--- config.mk ---
export PLATFORM = sky130hd
export DESIGN_NAME = vdiv_iter
export DESIGN_NICKNAME = d
export VERILOG_FILES = /design/src/rtl/vdiv_iter.sv
export SDC_FILE = /design/constraint.sdc
export NUM_CORES = 1
export LEC_CHECK = 0
export CAP_MARGIN = 25
export CORE_UTILIZATION = 40
export DETAILED_ROUTE_END_ITERATION = 10
export PLACE_DENSITY = 0.64
export SYNTH_ARGS = -nofsm -noshare
export SYNTH_HDL_FRONTEND = slang
export SYNTH_SLANG_ARGS = --single-unit
--- constraint.sdc ---
create_clock -name clk -period 4.5 [get_ports clk]
set_clock_uncertainty 0.1 [all_clocks]
set_input_delay 0.9 -clock clk [delete_from_list [all_inputs] [get_ports clk]]
set_output_delay 0.9 -clock clk [all_outputs]
set_load 0.01 [all_outputs]
--- src/rtl/vdiv_iter.sv ---
// vdiv_iter -- iterative IEEE-754 binary16 divider (quotient = A / B).
//
// Purpose:
//   Multi-cycle divider built around a restoring division datapath. A
//   request is captured in IDLE, then the operation walks through
//   PREP -> (NORM) -> DIV -> ROUND -> DONE. Exponent 31 is treated as an
//   ordinary finite exponent and subnormal inputs are normalized in NORM.
//   Results never come out subnormal: tiny results flush to signed zero.
//
// Ports:
//   clk        in   1   rising-edge clock
//   rst_n      in   1   asynchronous active-low reset
//   start      in   1   request, only looked at in IDLE
//   A          in  16   dividend (binary16)
//   B          in  16   divisor  (binary16)
//   quotient   out 16   registered result, held until the next accepted start
//   busy       out  1   high in every state except IDLE
//   done       out  1   one-cycle pulse while the result is valid
//   Overflow   out  1   result exponent above 30, quotient forced to signed Inf pattern
//   Underflow  out  1   result exponent below 1, quotient forced to signed zero
//   DivByZero  out  1   divisor magnitude zero, quotient forced to signed Inf pattern

module vdiv_iter (
    input  logic        clk,
    input  logic        rst_n,
    input  logic        start,
    input  logic [15:0] A,
    input  logic [15:0] B,
    output logic [15:0] quotient,
    output logic        busy,
    output logic        done,
    output logic        Overflow,
    output logic        Underflow,
    output logic        DivByZero
);

    typedef enum logic [2:0] {
        IDLE,
        PREP,
        NORM,
        DIV,
        ROUND,
        DONE
    } state_t;

    state_t             state_q, state_d;
    logic [15:0]        opA_q, opA_d;
    logic [15:0]        opB_q, opB_d;
    logic               sign_q, sign_d;
    logic signed [7:0]  exp_q, exp_d;
    logic [10:0]        mantA_q, mantA_d;
    logic [10:0]        mantB_q, mantB_d;
    logic [11:0]        rem_q, rem_d;
    logic [13:0]        quo_q, quo_d;
    logic [3:0]         cnt_q, cnt_d;
    logic [15:0]        result_q, result_d;
    logic               ovf_q, ovf_d;
    logic               unf_q, unf_d;
    logic               dbz_q, dbz_d;

    // Operand unpacking used by PREP. A zero exponent field means a
    // subnormal: hidden bit 0 and an effective exponent of 1.
    logic [4:0]         expA, expB;
    logic [10:0]        sigA, sigB;
    logic signed [7:0]  expPrep;
    logic               signPrep;

    // NORM step values, DIV step values and ROUND values.
    logic [10:0]        shiftA, shiftB;
    logic signed [7:0]  expNorm;
    logic               divGe;
    logic [11:0]        divRem;
    logic [10:0]        roundMant;
    logic               roundR, roundS, roundUp;
    logic [11:0]        roundInc;
    logic [10:0]        finalMant;
    logic signed [7:0]  roundExp;

    // Combinational helpers for each phase, evaluated every cycle and
    // consumed by the next-state logic only in the matching state.
    always_comb begin
        expA     = (opA_q[14:10] == 5'd0) ? 5'd1 : opA_q[14:10];
        expB     = (opB_q[14:10] == 5'd0) ? 5'd1 : opB_q[14:10];
        sigA     = {(opA_q[14:10] != 5'd0), opA_q[9:0]};
        sigB     = {(opB_q[14:10] != 5'd0), opB_q[9:0]};
        expPrep  = $signed({3'b000, expA}) - $signed({3'b000, expB}) + 8'sd15;
        signPrep = opA_q[15] ^ opB_q[15];

        // A dividend shift lowers the exponent, a divisor shift raises it;
        // both can happen in the same cycle.
        shiftA  = mantA_q[10] ? mantA_q : (mantA_q << 1);
        shiftB  = mantB_q[10] ? mantB_q : (mantB_q << 1);
        expNorm = exp_q;
        if (!mantA_q[10]) begin
            expNorm = expNorm - 8'sd1;
        end
        if (!mantB_q[10]) begin
            expNorm = expNorm + 8'sd1;
        end

        // Restoring division step. The partial remainder always stays
        // below twice the divisor, so 12 bits are enough.
        divGe  = (rem_q >= {1'b0, mantB_q});
        divRem = divGe ? (rem_q - {1'b0, mantB_q}) : rem_q;

        // With both significands normalized the raw quotient lies in
        // (0.5, 2), so q[12] is set whenever the integer bit q[13] is not.
        if (quo_q[13]) begin
            roundMant = quo_q[13:3];
            roundR    = quo_q[2];
            roundS    = (|quo_q[1:0]) | (|rem_q);
            roundExp  = exp_q;
        end else begin
            roundMant = quo_q[12:2];
            roundR    = quo_q[1];
            roundS    = quo_q[0] | (|rem_q);
            roundExp  = exp_q - 8'sd1;
        end
        roundUp  = roundR & (roundS | roundMant[0]);
        roundInc = {1'b0, roundMant} + {11'd0, roundUp};
        if (roundInc[11]) begin
            finalMant = roundInc[11:1];
            roundExp  = roundExp + 8'sd1;
        end else begin
            finalMant = roundInc[10:0];
        end
    end

    // Next-state and datapath next values. Everything holds by default;
    // each state only overrides what it advances.
    always_comb begin
        state_d  = state_q;
        opA_d    = opA_q;
        opB_d    = opB_q;
        sign_d   = sign_q;
        exp_d    = exp_q;
        mantA_d  = mantA_q;
        mantB_d  = mantB_q;
        rem_d    = rem_q;
        quo_d    = quo_q;
        cnt_d    = cnt_q;
        result_d = result_q;
        ovf_d    = ovf_q;
        unf_d    = unf_q;
        dbz_d    = dbz_q;

        case (state_q)
            IDLE: begin
                if (start) begin
                    opA_d   = A;
                    opB_d   = B;
                    state_d = PREP;
                end
            end

            PREP: begin
                sign_d  = signPrep;
                exp_d   = expPrep;
                mantA_d = sigA;
                mantB_d = sigB;
                rem_d   = {1'b0, sigA};
                quo_d   = 14'd0;
                cnt_d   = 4'd0;
                // A zero divisor wins over a zero dividend.
                if (opB_q[14:0] == 15'd0) begin
                    result_d = {signPrep, 5'h1F, 10'h000};
                    ovf_d    = 1'b0;
                    unf_d    = 1'b0;
                    dbz_d    = 1'b1;
                    state_d  = DONE;
                end else if (opA_q[14:0] == 15'd0) begin
                    result_d = {signPrep, 15'h0000};
                    ovf_d    = 1'b0;
                    unf_d    = 1'b0;
                    dbz_d    = 1'b0;
                    state_d  = DONE;
                end else if (sigA[10] && sigB[10]) begin
                    state_d = DIV;
                end else begin
                    state_d = NORM;
                end
            end

            NORM: begin
                mantA_d = shiftA;
                mantB_d = shiftB;
                exp_d   = expNorm;
                rem_d   = {1'b0, shiftA};
                if (shiftA[10] && shiftB[10]) begin
                    state_d = DIV;
                end
            end

            DIV: begin
                quo_d = {quo_q[12:0], divGe};
                rem_d = {divRem[10:0], 1'b0};
                cnt_d = cnt_q + 4'd1;
                if (cnt_q == 4'd13) begin
                    state_d = ROUND;
                end
            end

            ROUND: begin
                if (roundExp > 8'sd30) begin
                    result_d = {sign_q, 5'h1F, 10'h000};
                    ovf_d    = 1'b1;
                    unf_d    = 1'b0;
                end else if (roundExp < 8'sd1) begin
                    result_d = {sign_q, 15'h0000};
                    ovf_d    = 1'b0;
                    unf_d    = 1'b1;
                end else begin
                    result_d = {sign_q, roundExp[4:0], finalMant[9:0]};
                    ovf_d    = 1'b0;
                    unf_d    = 1'b0;
                end
                dbz_d   = 1'b0;
                state_d = DONE;
            end

            DONE: begin
                state_d = IDLE;
            end

            default: begin
                state_d = IDLE;
            end
        endcase
    end

    // State and datapath registers; reset clears everything so the outputs
    // read zero while rst_n is low, independent of the clock.
    always_ff @(posedge clk or negedge rst_n) begin
        if (!rst_n) begin
            state_q  <= IDLE;
            opA_q    <= 16'd0;
            opB_q    <= 16'd0;
            sign_q   <= 1'b0;
            exp_q    <= 8'sd0;
            mantA_q  <= 11'd0;
            mantB_q  <= 11'd0;
            rem_q    <= 12'd0;
            quo_q    <= 14'd0;
            cnt_q    <= 4'd0;
            result_q <= 16'd0;
            ovf_q    <= 1'b0;
            unf_q    <= 1'b0;
            dbz_q    <= 1'b0;
        end else begin
            state_q  <= state_d;
            opA_q    <= opA_d;
            opB_q    <= opB_d;
            sign_q   <= sign_d;
            exp_q    <= exp_d;
            mantA_q  <= mantA_d;
            mantB_q  <= mantB_d;
            rem_q    <= rem_d;
            quo_q    <= quo_d;
            cnt_q    <= cnt_d;
            result_q <= result_d;
            ovf_q    <= ovf_d;
            unf_q    <= unf_d;
            dbz_q    <= dbz_d;
        end
    end

    assign quotient  = result_q;
    assign busy      = (state_q != IDLE);
    assign done      = (state_q == DONE);
    assign Overflow  = ovf_q;
    assign Underflow = unf_q;
    assign DivByZero = dbz_q;

endmodule

==> metrics.txt, run 1 <==
Die Area 18800 µm²; number of I/O port buffers 55; HPWL after DPL 12700 µm; Distinct cells, synth 69; layout cell share with drive strength beyond 1 9.35%; final core utilization 48.7%; syn nets 877; drt pass-1 iters 5; critical setup path kind reg -> reg; YS warnings 0; relative slew slack 36.6%; cts bufs inserted 17; Pleak 3.69 nW; r2r setup slk 1.01 ns; clock latency at the later pin of the worst-skew pair 0.41 ns; Iteration-0 DRC Markers between 400 and 500; Mapped Area 7290 µm²; Hold Path Sink Overflow$_DFFE_PN0P_; Reg-to-Reg End quotient[2]$_DFFE_PN0P_; root buffer cell clkbuf_16; asr flop ratio synth 100%; depth of the CTS H-tree 4; pwr dens 794 nW/µm²; setup bufs post-CTS 0; outcome finished clean; Min Clock Period, post-route 3.49 ns; GR Overflow Total 0; antenna viol nets, final 0; Max Clk Rate 287 MHz; drt drc 0; Net count, final roughly 900; critical path arrival 3.69 ns; Cells after Synth 817; Crit. End Element register; CTS Sinks 115; Main synth FF type dfrtp_1; P&R area growth vs syn 17.2%; GP Congestion about 0.85; worst endpoint required time 4.70 ns; CTS tree yes; Routed WL 17800 µm; Peak supply drop 0.362 mV; vias in the first global route between 5000 and 6000; worst r2r src exp_q[1]$_DFFE_PN0P_; combinational share of power around half; register area share after synthesis roughly 40%; # resized after CTS 0; measured slew at the worst slew-check pin about 0.95 ns; Starting Density 41.6%; RSZ-0062 raised after global routing no; Max Cap Violations 0; Final Max Slew Viols 0; cell taking the most area after synthesis dfrtp_1; crit path launch type register; Yosys top cell area share 39.5%; die extent in x ~140 µm; IO Pins 56; switching fraction of total power 43.0%; hold path depth 2; worst-path fanout max 10; sequential power share 29.8%; Synth Register Bits 115; standard-cell rows between 40 and 50; Total GRT Usage 20.5%; internal power 3.87 mW; Worst R2R Path Depth 9; Post-Syn Area per Cell 8.92 µm²; endpoints failing hold 0; hold_buf cts 0; Clock Power Share 19.2%; Core ar. 17500 µm²; largest cells by area after synthesis dfrtp_1 (39%), nand2_1 (5.1%), o21ai_0 (4.1%), ha_1 (3.9%), mux2i_1 (3.6%); Die H 137 µm; vias 6064; deepest clock path buffer count 2; via-per-instance ratio 5.61; WL per Instance 16.4 µm; final period utilization between 70 and 80%; initial antenna violation count 0; Worst Hold Launch Overflow$_DFFE_PN0P_; NetSw 2.92 mW; global-route wire length before repair 29900 µm; antenna cell count 0; Worst Hold Class reg -> reg; Setup TNS 0 ns; Worst-path clk slew 0.05 ns; EDFF count, synth 0; Final setup viols 0; largest net degree at the start of global routing 63
## power by group through the flow
stage          clock [mW]  sequential (mW)  combinational, mW
3_5_place_dp            0             2.03               3.43
5_1_grt              1.37             2.09               3.90
6_report             1.30             2.02               3.46
3_3_place_gp            0             2.03               3.39
2_1_floorplan           0             1.74               2.82
4_1_cts              1.32             2.02               3.47
## registers in the layout, indices dropped and copies added, names as in the netlist
signal,cells
DivByZero,1
Overflow,1
Underflow,1
cnt_q,4
exp_q,8
mantA_q,11
mantB_q,11
opA_q,16
opB_q,16
quo_q,14
quotient,16
rem_q,12
sign_q,1
state_q,3
## critical path: stages (launching register included)
cell	delay [ns]
dfrtp_1	0.48
inv_1	0.15
ha_1	0.34
or3_1	0.37
or3b_2	0.50
a211oi_1	0.27
xor2_1	0.14
nor4_1	0.59
nor4_4	0.16
a32o_1	0.29
## layout by cell type, fill, tap and decap left out, types with 6 or more instances in the layout
master	n
dfrtp_1	115
a211oi_1	10
nor2_1	47
clkbuf_16	17
nand2_1	99
a21oi_1	23
mux2_2	22
and3_1	6
ha_1	23
nor3b_1	6
o22ai_1	7
o32ai_1	9
o21ai_0	60
mux2i_1	26
a22o_1	10
or4_1	7
xnor2_1	25
a22oi_1	22
nor4_1	9
nand4_1	8
inv_1	43
or3_1	10
o211ai_1	8
nor2b_1	16
nand2b_1	11
clkdlybuf4s50_1	54
o21a_1	6
xor2_1	17
nand3_1	35
buf_4	13
## Yosys cell counts (5+ instances only)
library cell,n
dfrtp_1,115
nand2_1,99
o21ai_0,60
nor2_1,48
clkbuf_1,46
inv_1,43
nand3_1,35
mux2i_1,26
xnor2_1,25
a21oi_1,23
ha_1,23
a22oi_1,22
mux2_2,22
xor2_1,17
nor2b_1,16
nand2b_1,11
a211oi_1,10
a22o_1,10
or3_1,10
nor4_1,9
o32ai_1,9
nand4_1,8
o211ai_1,8
o22ai_1,7
or4_1,7
and3_1,6
nor3b_1,6
o21a_1,6
a222oi_1,5
and2_1,5
buf_2,5
nor3_1,5
## cells by family after synthesis
kind of cell	share of synthesized area, %
AO/OA/AOI/OAI	18.6
XOR/XNOR	5.05
adder cells (fa/ha/maj)	4.50
buffers and inverters	5.67
flip-flops	39.5
multiplexers	6.97
AND/OR/NAND/NOR	19.8
## through the flow
step	area, µm²	hold WS [ns]	cells	power, mW	setup slack, ns
2_1_floorplan	7290	0.350	817	4.56	0.769
3_3_place_gp	7970	0.361	1050	5.42	1.11
3_5_place_dp	7970	0.364	1050	5.47	1.02
4_1_cts	8540	0.378	1081	6.81	1.01
5_1_grt	8540	0.418	1081	7.37	0.821
6_report	8540	0.379	1081	6.78	1.01
## final cells by class
type	instances	area, µm²
Clock buffer	23	498
Clock inverter	8	76.3
Fill cell	1685	8990
Inverter	43	161
Multi-Input combinational cell	600	4010
Sequential cell	115	2880
Tap cell	225	282
Timing Repair Buffer	67	638
## per-layer routing
metal | wire length (µm) | track usage [%] | up-vias
li1 | - | - | 3002
met1 | 8710 | 27.8 | 2935
met2 | 8150 | 32.7 | 106
met3 | 616 | 3.96 | 21
met4 | 279 | 6.65 | 0
met5 | 0 | 0 | -
## how the worst max path moves through the flow
stage | start | endpoint | slack [ns] | cells after the start
floorplan | quo_q[13]$_DFFE_PN0P_ | quotient[2]$_DFFE_PN0P_ | 0.77 | 13
global placement | exp_q[0]$_DFFE_PN0P_ | quotient[2]$_DFFE_PN0P_ | 1.11 | 10
detailed placement | exp_q[1]$_DFFE_PN0P_ | quotient[4]$_DFFE_PN0P_ | 1.02 | 9
CTS | exp_q[1]$_DFFE_PN0P_ | quotient[2]$_DFFE_PN0P_ | 1.01 | 9
global route | exp_q[1]$_DFFE_PN0P_ | quotient[4]$_DFFE_PN0P_ | 0.82 | 9
finish | exp_q[1]$_DFFE_PN0P_ | quotient[2]$_DFFE_PN0P_ | 1.01 | 9
Power figures use the tool's default switching activity.
==> run 2: changes to the inputs <==
--- a/config.mk
+++ b/config.mk
@@ -8,7 +8,7 @@
 export CAP_MARGIN = 25
 export CORE_UTILIZATION = 40
 export DETAILED_ROUTE_END_ITERATION = 10
-export PLACE_DENSITY = 0.64
+export PLACE_DENSITY = 0.66
 export SYNTH_ARGS = -nofsm -noshare
 export SYNTH_HDL_FRONTEND = slang
 export SYNTH_SLANG_ARGS = --single-unit
==> constraint.sdc (replaced) <==
create_clock -name clk -period 3.2 [get_ports clk]
set_clock_uncertainty 0.1 [all_clocks]
set_input_delay 0.64 -clock clk [delete_from_list [all_inputs] [get_ports clk]]
set_output_delay 0.64 -clock clk [all_outputs]
set_load 0.01 [all_outputs]
==> run 2 against run 1 <==
  * Cell count rose by 3.1%
  * Power increased by 46%
  * Critical path depth rose by 3
  * Sequential share of layout area down 1.1 points
  * Non-clock buffer count rose by 33
  * Count of clock-buffer cells in the layout decreased by 4
  * Final area rose by 3.5%
==> metrics.txt, run 2 (synthesis gave the netlist of run 1 again) <==
initial antenna violation count 0; via-per-instance ratio 5.69; drt drc 0; worst slack, placed about 0.01 ns; Slowest-stage cell, CP dfrtp_1; antenna viol nets, final 0; IO Pins between 50 and 60; clock latency at the later pin of the worst-skew pair about 0.42 ns; Worst-path clk slew 0.06 ns; pwr dens 1120 nW/µm²; Die H about 140 µm; Crit. End Element register; Routed WL 18400 µm; final core utilization 50.4%; Pleak about 3.8 nW; fin cells 1115; FILL cells 1622; outcome finished clean; Final Max Slew Viols 0; worst endpoint required time ~3.4 ns; root buffer cell clkbuf_16; vias around 6300; RSZ-0062 raised after global routing yes; CTS Sinks 115; Cell Chain, Critical Path inv_2 -> ha_2 -> nor2b_1 -> a21oi_2 -> ha_2 -> or3_1 -> a211oi_1 -> a311oi_1 -> nor4_4 -> nor4_4 -> buf_4 -> a32o_1; Peak supply drop 0.603 mV; Total GRT Usage 21.1%; die extent in x 137 µm; met2 Track Usage GR approximately 34%; Die Area 18800 µm²; Overall Power 9.93 mW; Core ar. between 15000 and 20000 µm²; cts bufs inserted 17; Max Cap Violations 0; drt pass-1 iters 5; P&R area growth vs syn 21.3%; crit path launch type register; met3 Use GR 4.04%; Net count, final 937; standard-cell rows 48; hold_buf cts 0; vias in the first global route 6164; Final setup viols 0; crit-path max cell delay 0.38 ns; critical setup path kind reg -> reg; depth of the CTS H-tree 4; Worst Hold Class in -> async; deepest clock path buffer count 2; most common cell after layout, fill and taps aside dfrtp_1; Min Clock Period, post-route roughly 3.1 ns; GRT met1 Usage 27.8%; endpoints failing hold 0; critical path arrival 3.28 ns; GR peak layer met2; GP Congestion 0.860; HPWL after DPL 13200 µm; final period utilization 96.1%; antenna cell count 0; largest net degree at the start of global routing 66; global-route wire length before repair approximately 31000 µm; CTS tree yes; Max Clk Rate 325 MHz; setup slack after layout 0.124 ns; GR Overflow Total 0; Iteration-0 DRC Markers 435; measured slew at the worst slew-check pin ~0.74 ns; layout cell share with drive strength beyond 1 13.9%; Inst Count DP 1081; most frequent cells in the layout dfrtp_1 (114), nand2_1 (99), o21ai_0 (60); worst-path fanout max 10; Starting Density 41.6%; relative slew slack 50.4%; number of I/O port buffers 55; WL per Instance 16.5 µm
run 2: cell types whose count changed in the layout (fill, tap and decap cells not counted), sizes merged:
cell	previous run	this run
inv	43	46
clkinvlp	3	4
clkbuf	23	19
buf	13	46
clkinv	4	5
run 2: power by group:
group | leakage, nW | internal, mW | switching [mW] | total [mW]
sequential | 1.44 | 2.06 | 0.635 | 2.70
combinational | 2.14 | 2.47 | 2.91 | 5.38
clock | 0.273 | 1.12 | 0.736 | 1.85
total | 3.85 | 5.64 | 4.28 | 9.93
run 2: area by class of cell:
type | count | area, µm² | share of cell area (%)
clock buffers | 19 | 453 | 5.12
clock inverters | 13 | 126 | 1.43
inverters | 43 | 161 | 1.83
multi-input cells | 600 | 4040 | 45.7
flip-flops and latches | 115 | 2880 | 32.6
well taps | 225 | 282 | 3.18
repair buffers | 100 | 898 | 10.2
run 2: per-layer routing:
layer  wire [µm]  vias up
met5           0        -
met4         392        0
met3         747       29
met2        8600      155
met1        8640     3097
li1            -     3062
run 2: timing repair:
item / 4_1_cts / 5_1_grt
gates resized for setup: 0 / 7
buffers inserted: 0 / 2
setup endpoints to repair: 0 / 11
run 2: final timing paths:
check,to,cells after the start,slack (ns),from
min in group clk,Overflow$_DFFE_PN0P_,2,0.37,Overflow$_DFFE_PN0P_
worst max-delay path,quotient[6]$_DFFE_PN0P_,12,0.12,exp_q[1]$_DFFE_PN0P_
max in group asynchronous,quo_q[13]$_DFFE_PN0P_,2,2.06,rst_n
worst min-delay path,opB_q[14]$_DFFE_PN0P_,1,0.13,rst_n
worst min register to register,Overflow$_DFFE_PN0P_,2,0.37,Overflow$_DFFE_PN0P_
worst max register to register,quotient[6]$_DFFE_PN0P_,12,0.12,exp_q[1]$_DFFE_PN0P_
run 2: worst max-delay path: cells and delay by family, from the launching register on:
kind                       cells  cell delay [ns]
and+or+nand+nor                4             0.86
buffers and inverters          2             0.29
DFF                            1             0.38
AOI/OAI and AO/OA              4             0.72
adders and majority gates      2             0.61
run 2: metrics by stage:
| step | setup TNS, ns | instance area [µm²] | hold slack, ns |
|---|---|---|---|
| floorplan | 0 | 7310 | 0.244 |
| detailed placement | 0 | 8230 | 0.365 |
| finish | 0 | 8840 | 0.134 |
| global route | -0.0761 | 8840 | 0.198 |
| CTS | 0 | 8810 | 0.161 |
| global placement | 0 | 8220 | 0.361 |
==> run 3: changes to the inputs <==
==> constraint.sdc (replaced) <==
create_clock -name clk -period 3.2 [get_ports clk]
set_clock_uncertainty 0.1 [all_clocks]
set_input_delay 0.32 -clock clk [delete_from_list [all_inputs] [get_ports clk]]
set_output_delay 0.32 -clock clk [all_outputs]
set_load 0.1 [all_outputs]
==> run 3 against run 2 <==
  * Global-route usage up 0.11 points
  * Final area up 0.42%
  * Register-to-register slack worse by 0.05 ns
  * Sequential power about the same
  * Highest routed layer unchanged
  * Core utilization up 0.21 points
==> metrics.txt, run 3 (synthesis gave the netlist of run 1 again) <==
standard-cell rows 48; worst endpoint required time 3.41 ns; IO Pins 56; Die H 137 µm; via-per-instance ratio 5.65; Slowest-stage cell, CP dfrtp_1; Die Area 18800 µm²; clock latency at the later pin of the worst-skew pair between 0.4 and 0.5 ns; measured slew at the worst slew-check pin 0.971 ns; drt drc 0; crit-path max cell delay 0.38 ns; antenna cell count 0; cts bufs inserted 17; Pleak 3.88 nW; Worst Hold Class in -> async; worst-path fanout max 10; Net count, final approximately 940; WHS 0.344 ns; GP Congestion 0.842; CP top delay family simple AND/OR/NAND/NOR gates; Peak supply drop roughly 0.75 mV; Starting Density just over 40%; initial antenna violation count 0; GR Overflow Total 0; Total GRT Usage 21.3%; CTS tree yes; drt pass-1 iters 6; Core ar. 17500 µm²; Max Clk Rate 320 MHz; FILL cells 1668; layout cell share with drive strength beyond 1 14.4%; worst slack, placed 0.0629 ns; vias 6325; CP Launch Point exp_q[1]$_DFFE_PN0P_; fin cells 1120; Routed WL 18600 µm; HPWL after DPL between 10000 and 15000 µm; setup slack after layout 0.0743 ns; P&R area growth vs syn 21.9%; root buffer cell clkbuf_16; CTS Sinks 115; area of the multi-input gates between 4000 and 5000 µm²; endpoints failing hold 0; largest net degree at the start of global routing 44; outcome finished clean; worst r2r src exp_q[1]$_DFFE_PN0P_; pwr dens between 1000 and 1500 nW/µm²; critical path arrival 3.33 ns; Worst-path clk slew roughly 0.060 ns; placed instance area roughly 8000 µm²; Design Area, Final 8880 µm²; Final setup viols 0; Max Cap Violations 0; Inst Count DP 1081; relative slew slack a little over a third; Cell Chain, Critical Path inv_2 -> ha_2 -> nor2b_2 -> a21oi_2 -> ha_4 -> or3_1 -> a211oi_2 -> a311oi_1 -> nor4_2 -> buf_4 -> nor4_4 -> buf_4 -> a32o_1; most frequent cells in the layout dfrtp_1 (114), nand2_1 (99), o21ai_0 (60); WL per Instance 16.6 µm; Crit path buffers/inverters 3; Crit. End Element register; Iteration-0 DRC Markers 485; final core utilization 50.6%; critical setup path kind reg -> reg; final period utilization 97.7%; most used cell, CP buf_4; global-route wire length before repair 31000 µm; vias in the first global route 6092; die extent in x between 100 and 150 µm; Min Clock Period, post-route ~3.1 ns; area taken by flip-flops and latches approximately 2900 µm²; crit path launch type register; antenna viol nets, final 0; Final Max Slew Viols 0; most common cell after layout, fill and taps aside dfrtp_1; depth of the CTS H-tree 4; number of I/O port buffers 55; deepest clock path buffer count 2
==> run 3: cell count changes in the layout (fill, tap and decap cells not counted), moves of 2 or more <==
cell	previous run	this run
clkdlybuf4s50_1	54	52
clkinv_4	4	1
buf_4	45	50
clkinv_2	1	3
clkbuf_1	0	2
==> run 3: metrics by stage <==
| step | TNS, ns | power (mW) |
|---|---|---|
| floorplan | 0 | 6.88 |
| global placement | 0 | 8.33 |
| detailed placement | 0 | 8.42 |
| CTS | 0 | 10.4 |
| global route | -0.125 | 11.2 |
| finish | 0 | 10.5 |
==> run 3: power breakdown <==
group | switching, mW | internal, mW
registers | 0.609 | 2.06
clock network | 0.699 | 1.17
logic | 3.44 | 2.49
total | 4.74 | 5.71
==> run 3: worst reg2reg max path, delay by kind of cell, from the launching register on <==
kind                       cells  cell delay, ns
AOI/OAI and AO/OA              4            0.73
adders and majority gates      2            0.55
buffers and inverters          3            0.46
DFF                            1            0.38
and+or+nand+nor                4            0.81
==> run 3: layout make-up <==
| class | instances | share of cell area (%) |
|---|---|---|
| multi-input combinational | 600 | 45.6 |
| sequential | 115 | 32.4 |
| timing repair buffer | 105 | 10.5 |
| clock buffer | 20 | 5.03 |
| tap | 225 | 3.17 |
| inverter | 43 | 1.82 |
| clock inverter | 12 | 1.48 |
==> run 3: final timing paths <==
check / slack [ns] / endpoint / cells past startpoint
setup reg to reg: 0.07 / quotient[6]$_DFFE_PN0P_ / 13
setup / recovery: 0.07 / quotient[6]$_DFFE_PN0P_ / 13
max in group asynchronous: 1.75 / quo_q[13]$_DFFE_PN0P_ / 4
min in group clk: 0.36 / opB_q[14]$_DFFE_PN0P_ / 3
hold reg to reg: 0.37 / DivByZero$_DFFE_PN0P_ / 2
hold / removal: 0.34 / opB_q[13]$_DFFE_PN0P_ / 2
==> run 3: what timing repair did <==
item / CTS / global route
setup buffers: 0 / 5
endpoints found under the hold margin: 41 / 0
hold buffers: 1 / 0
endpoints found under the setup margin: 0 / 12
resized for setup: 0 / 7
==> run 3: routing by layer <==
| layer | vias to the layer above | global-route usage, % | part of all wire [%] |
|---|---|---|---|
| met2 | 159 | 34.4 | 47 |
| met5 | - | 0 | 0 |
| met3 | 19 | 4.41 | 4.6 |
| met4 | 0 | 6.65 | 1.5 |
| met1 | 3075 | 28.3 | 47 |
| li1 | 3072 | - | - |
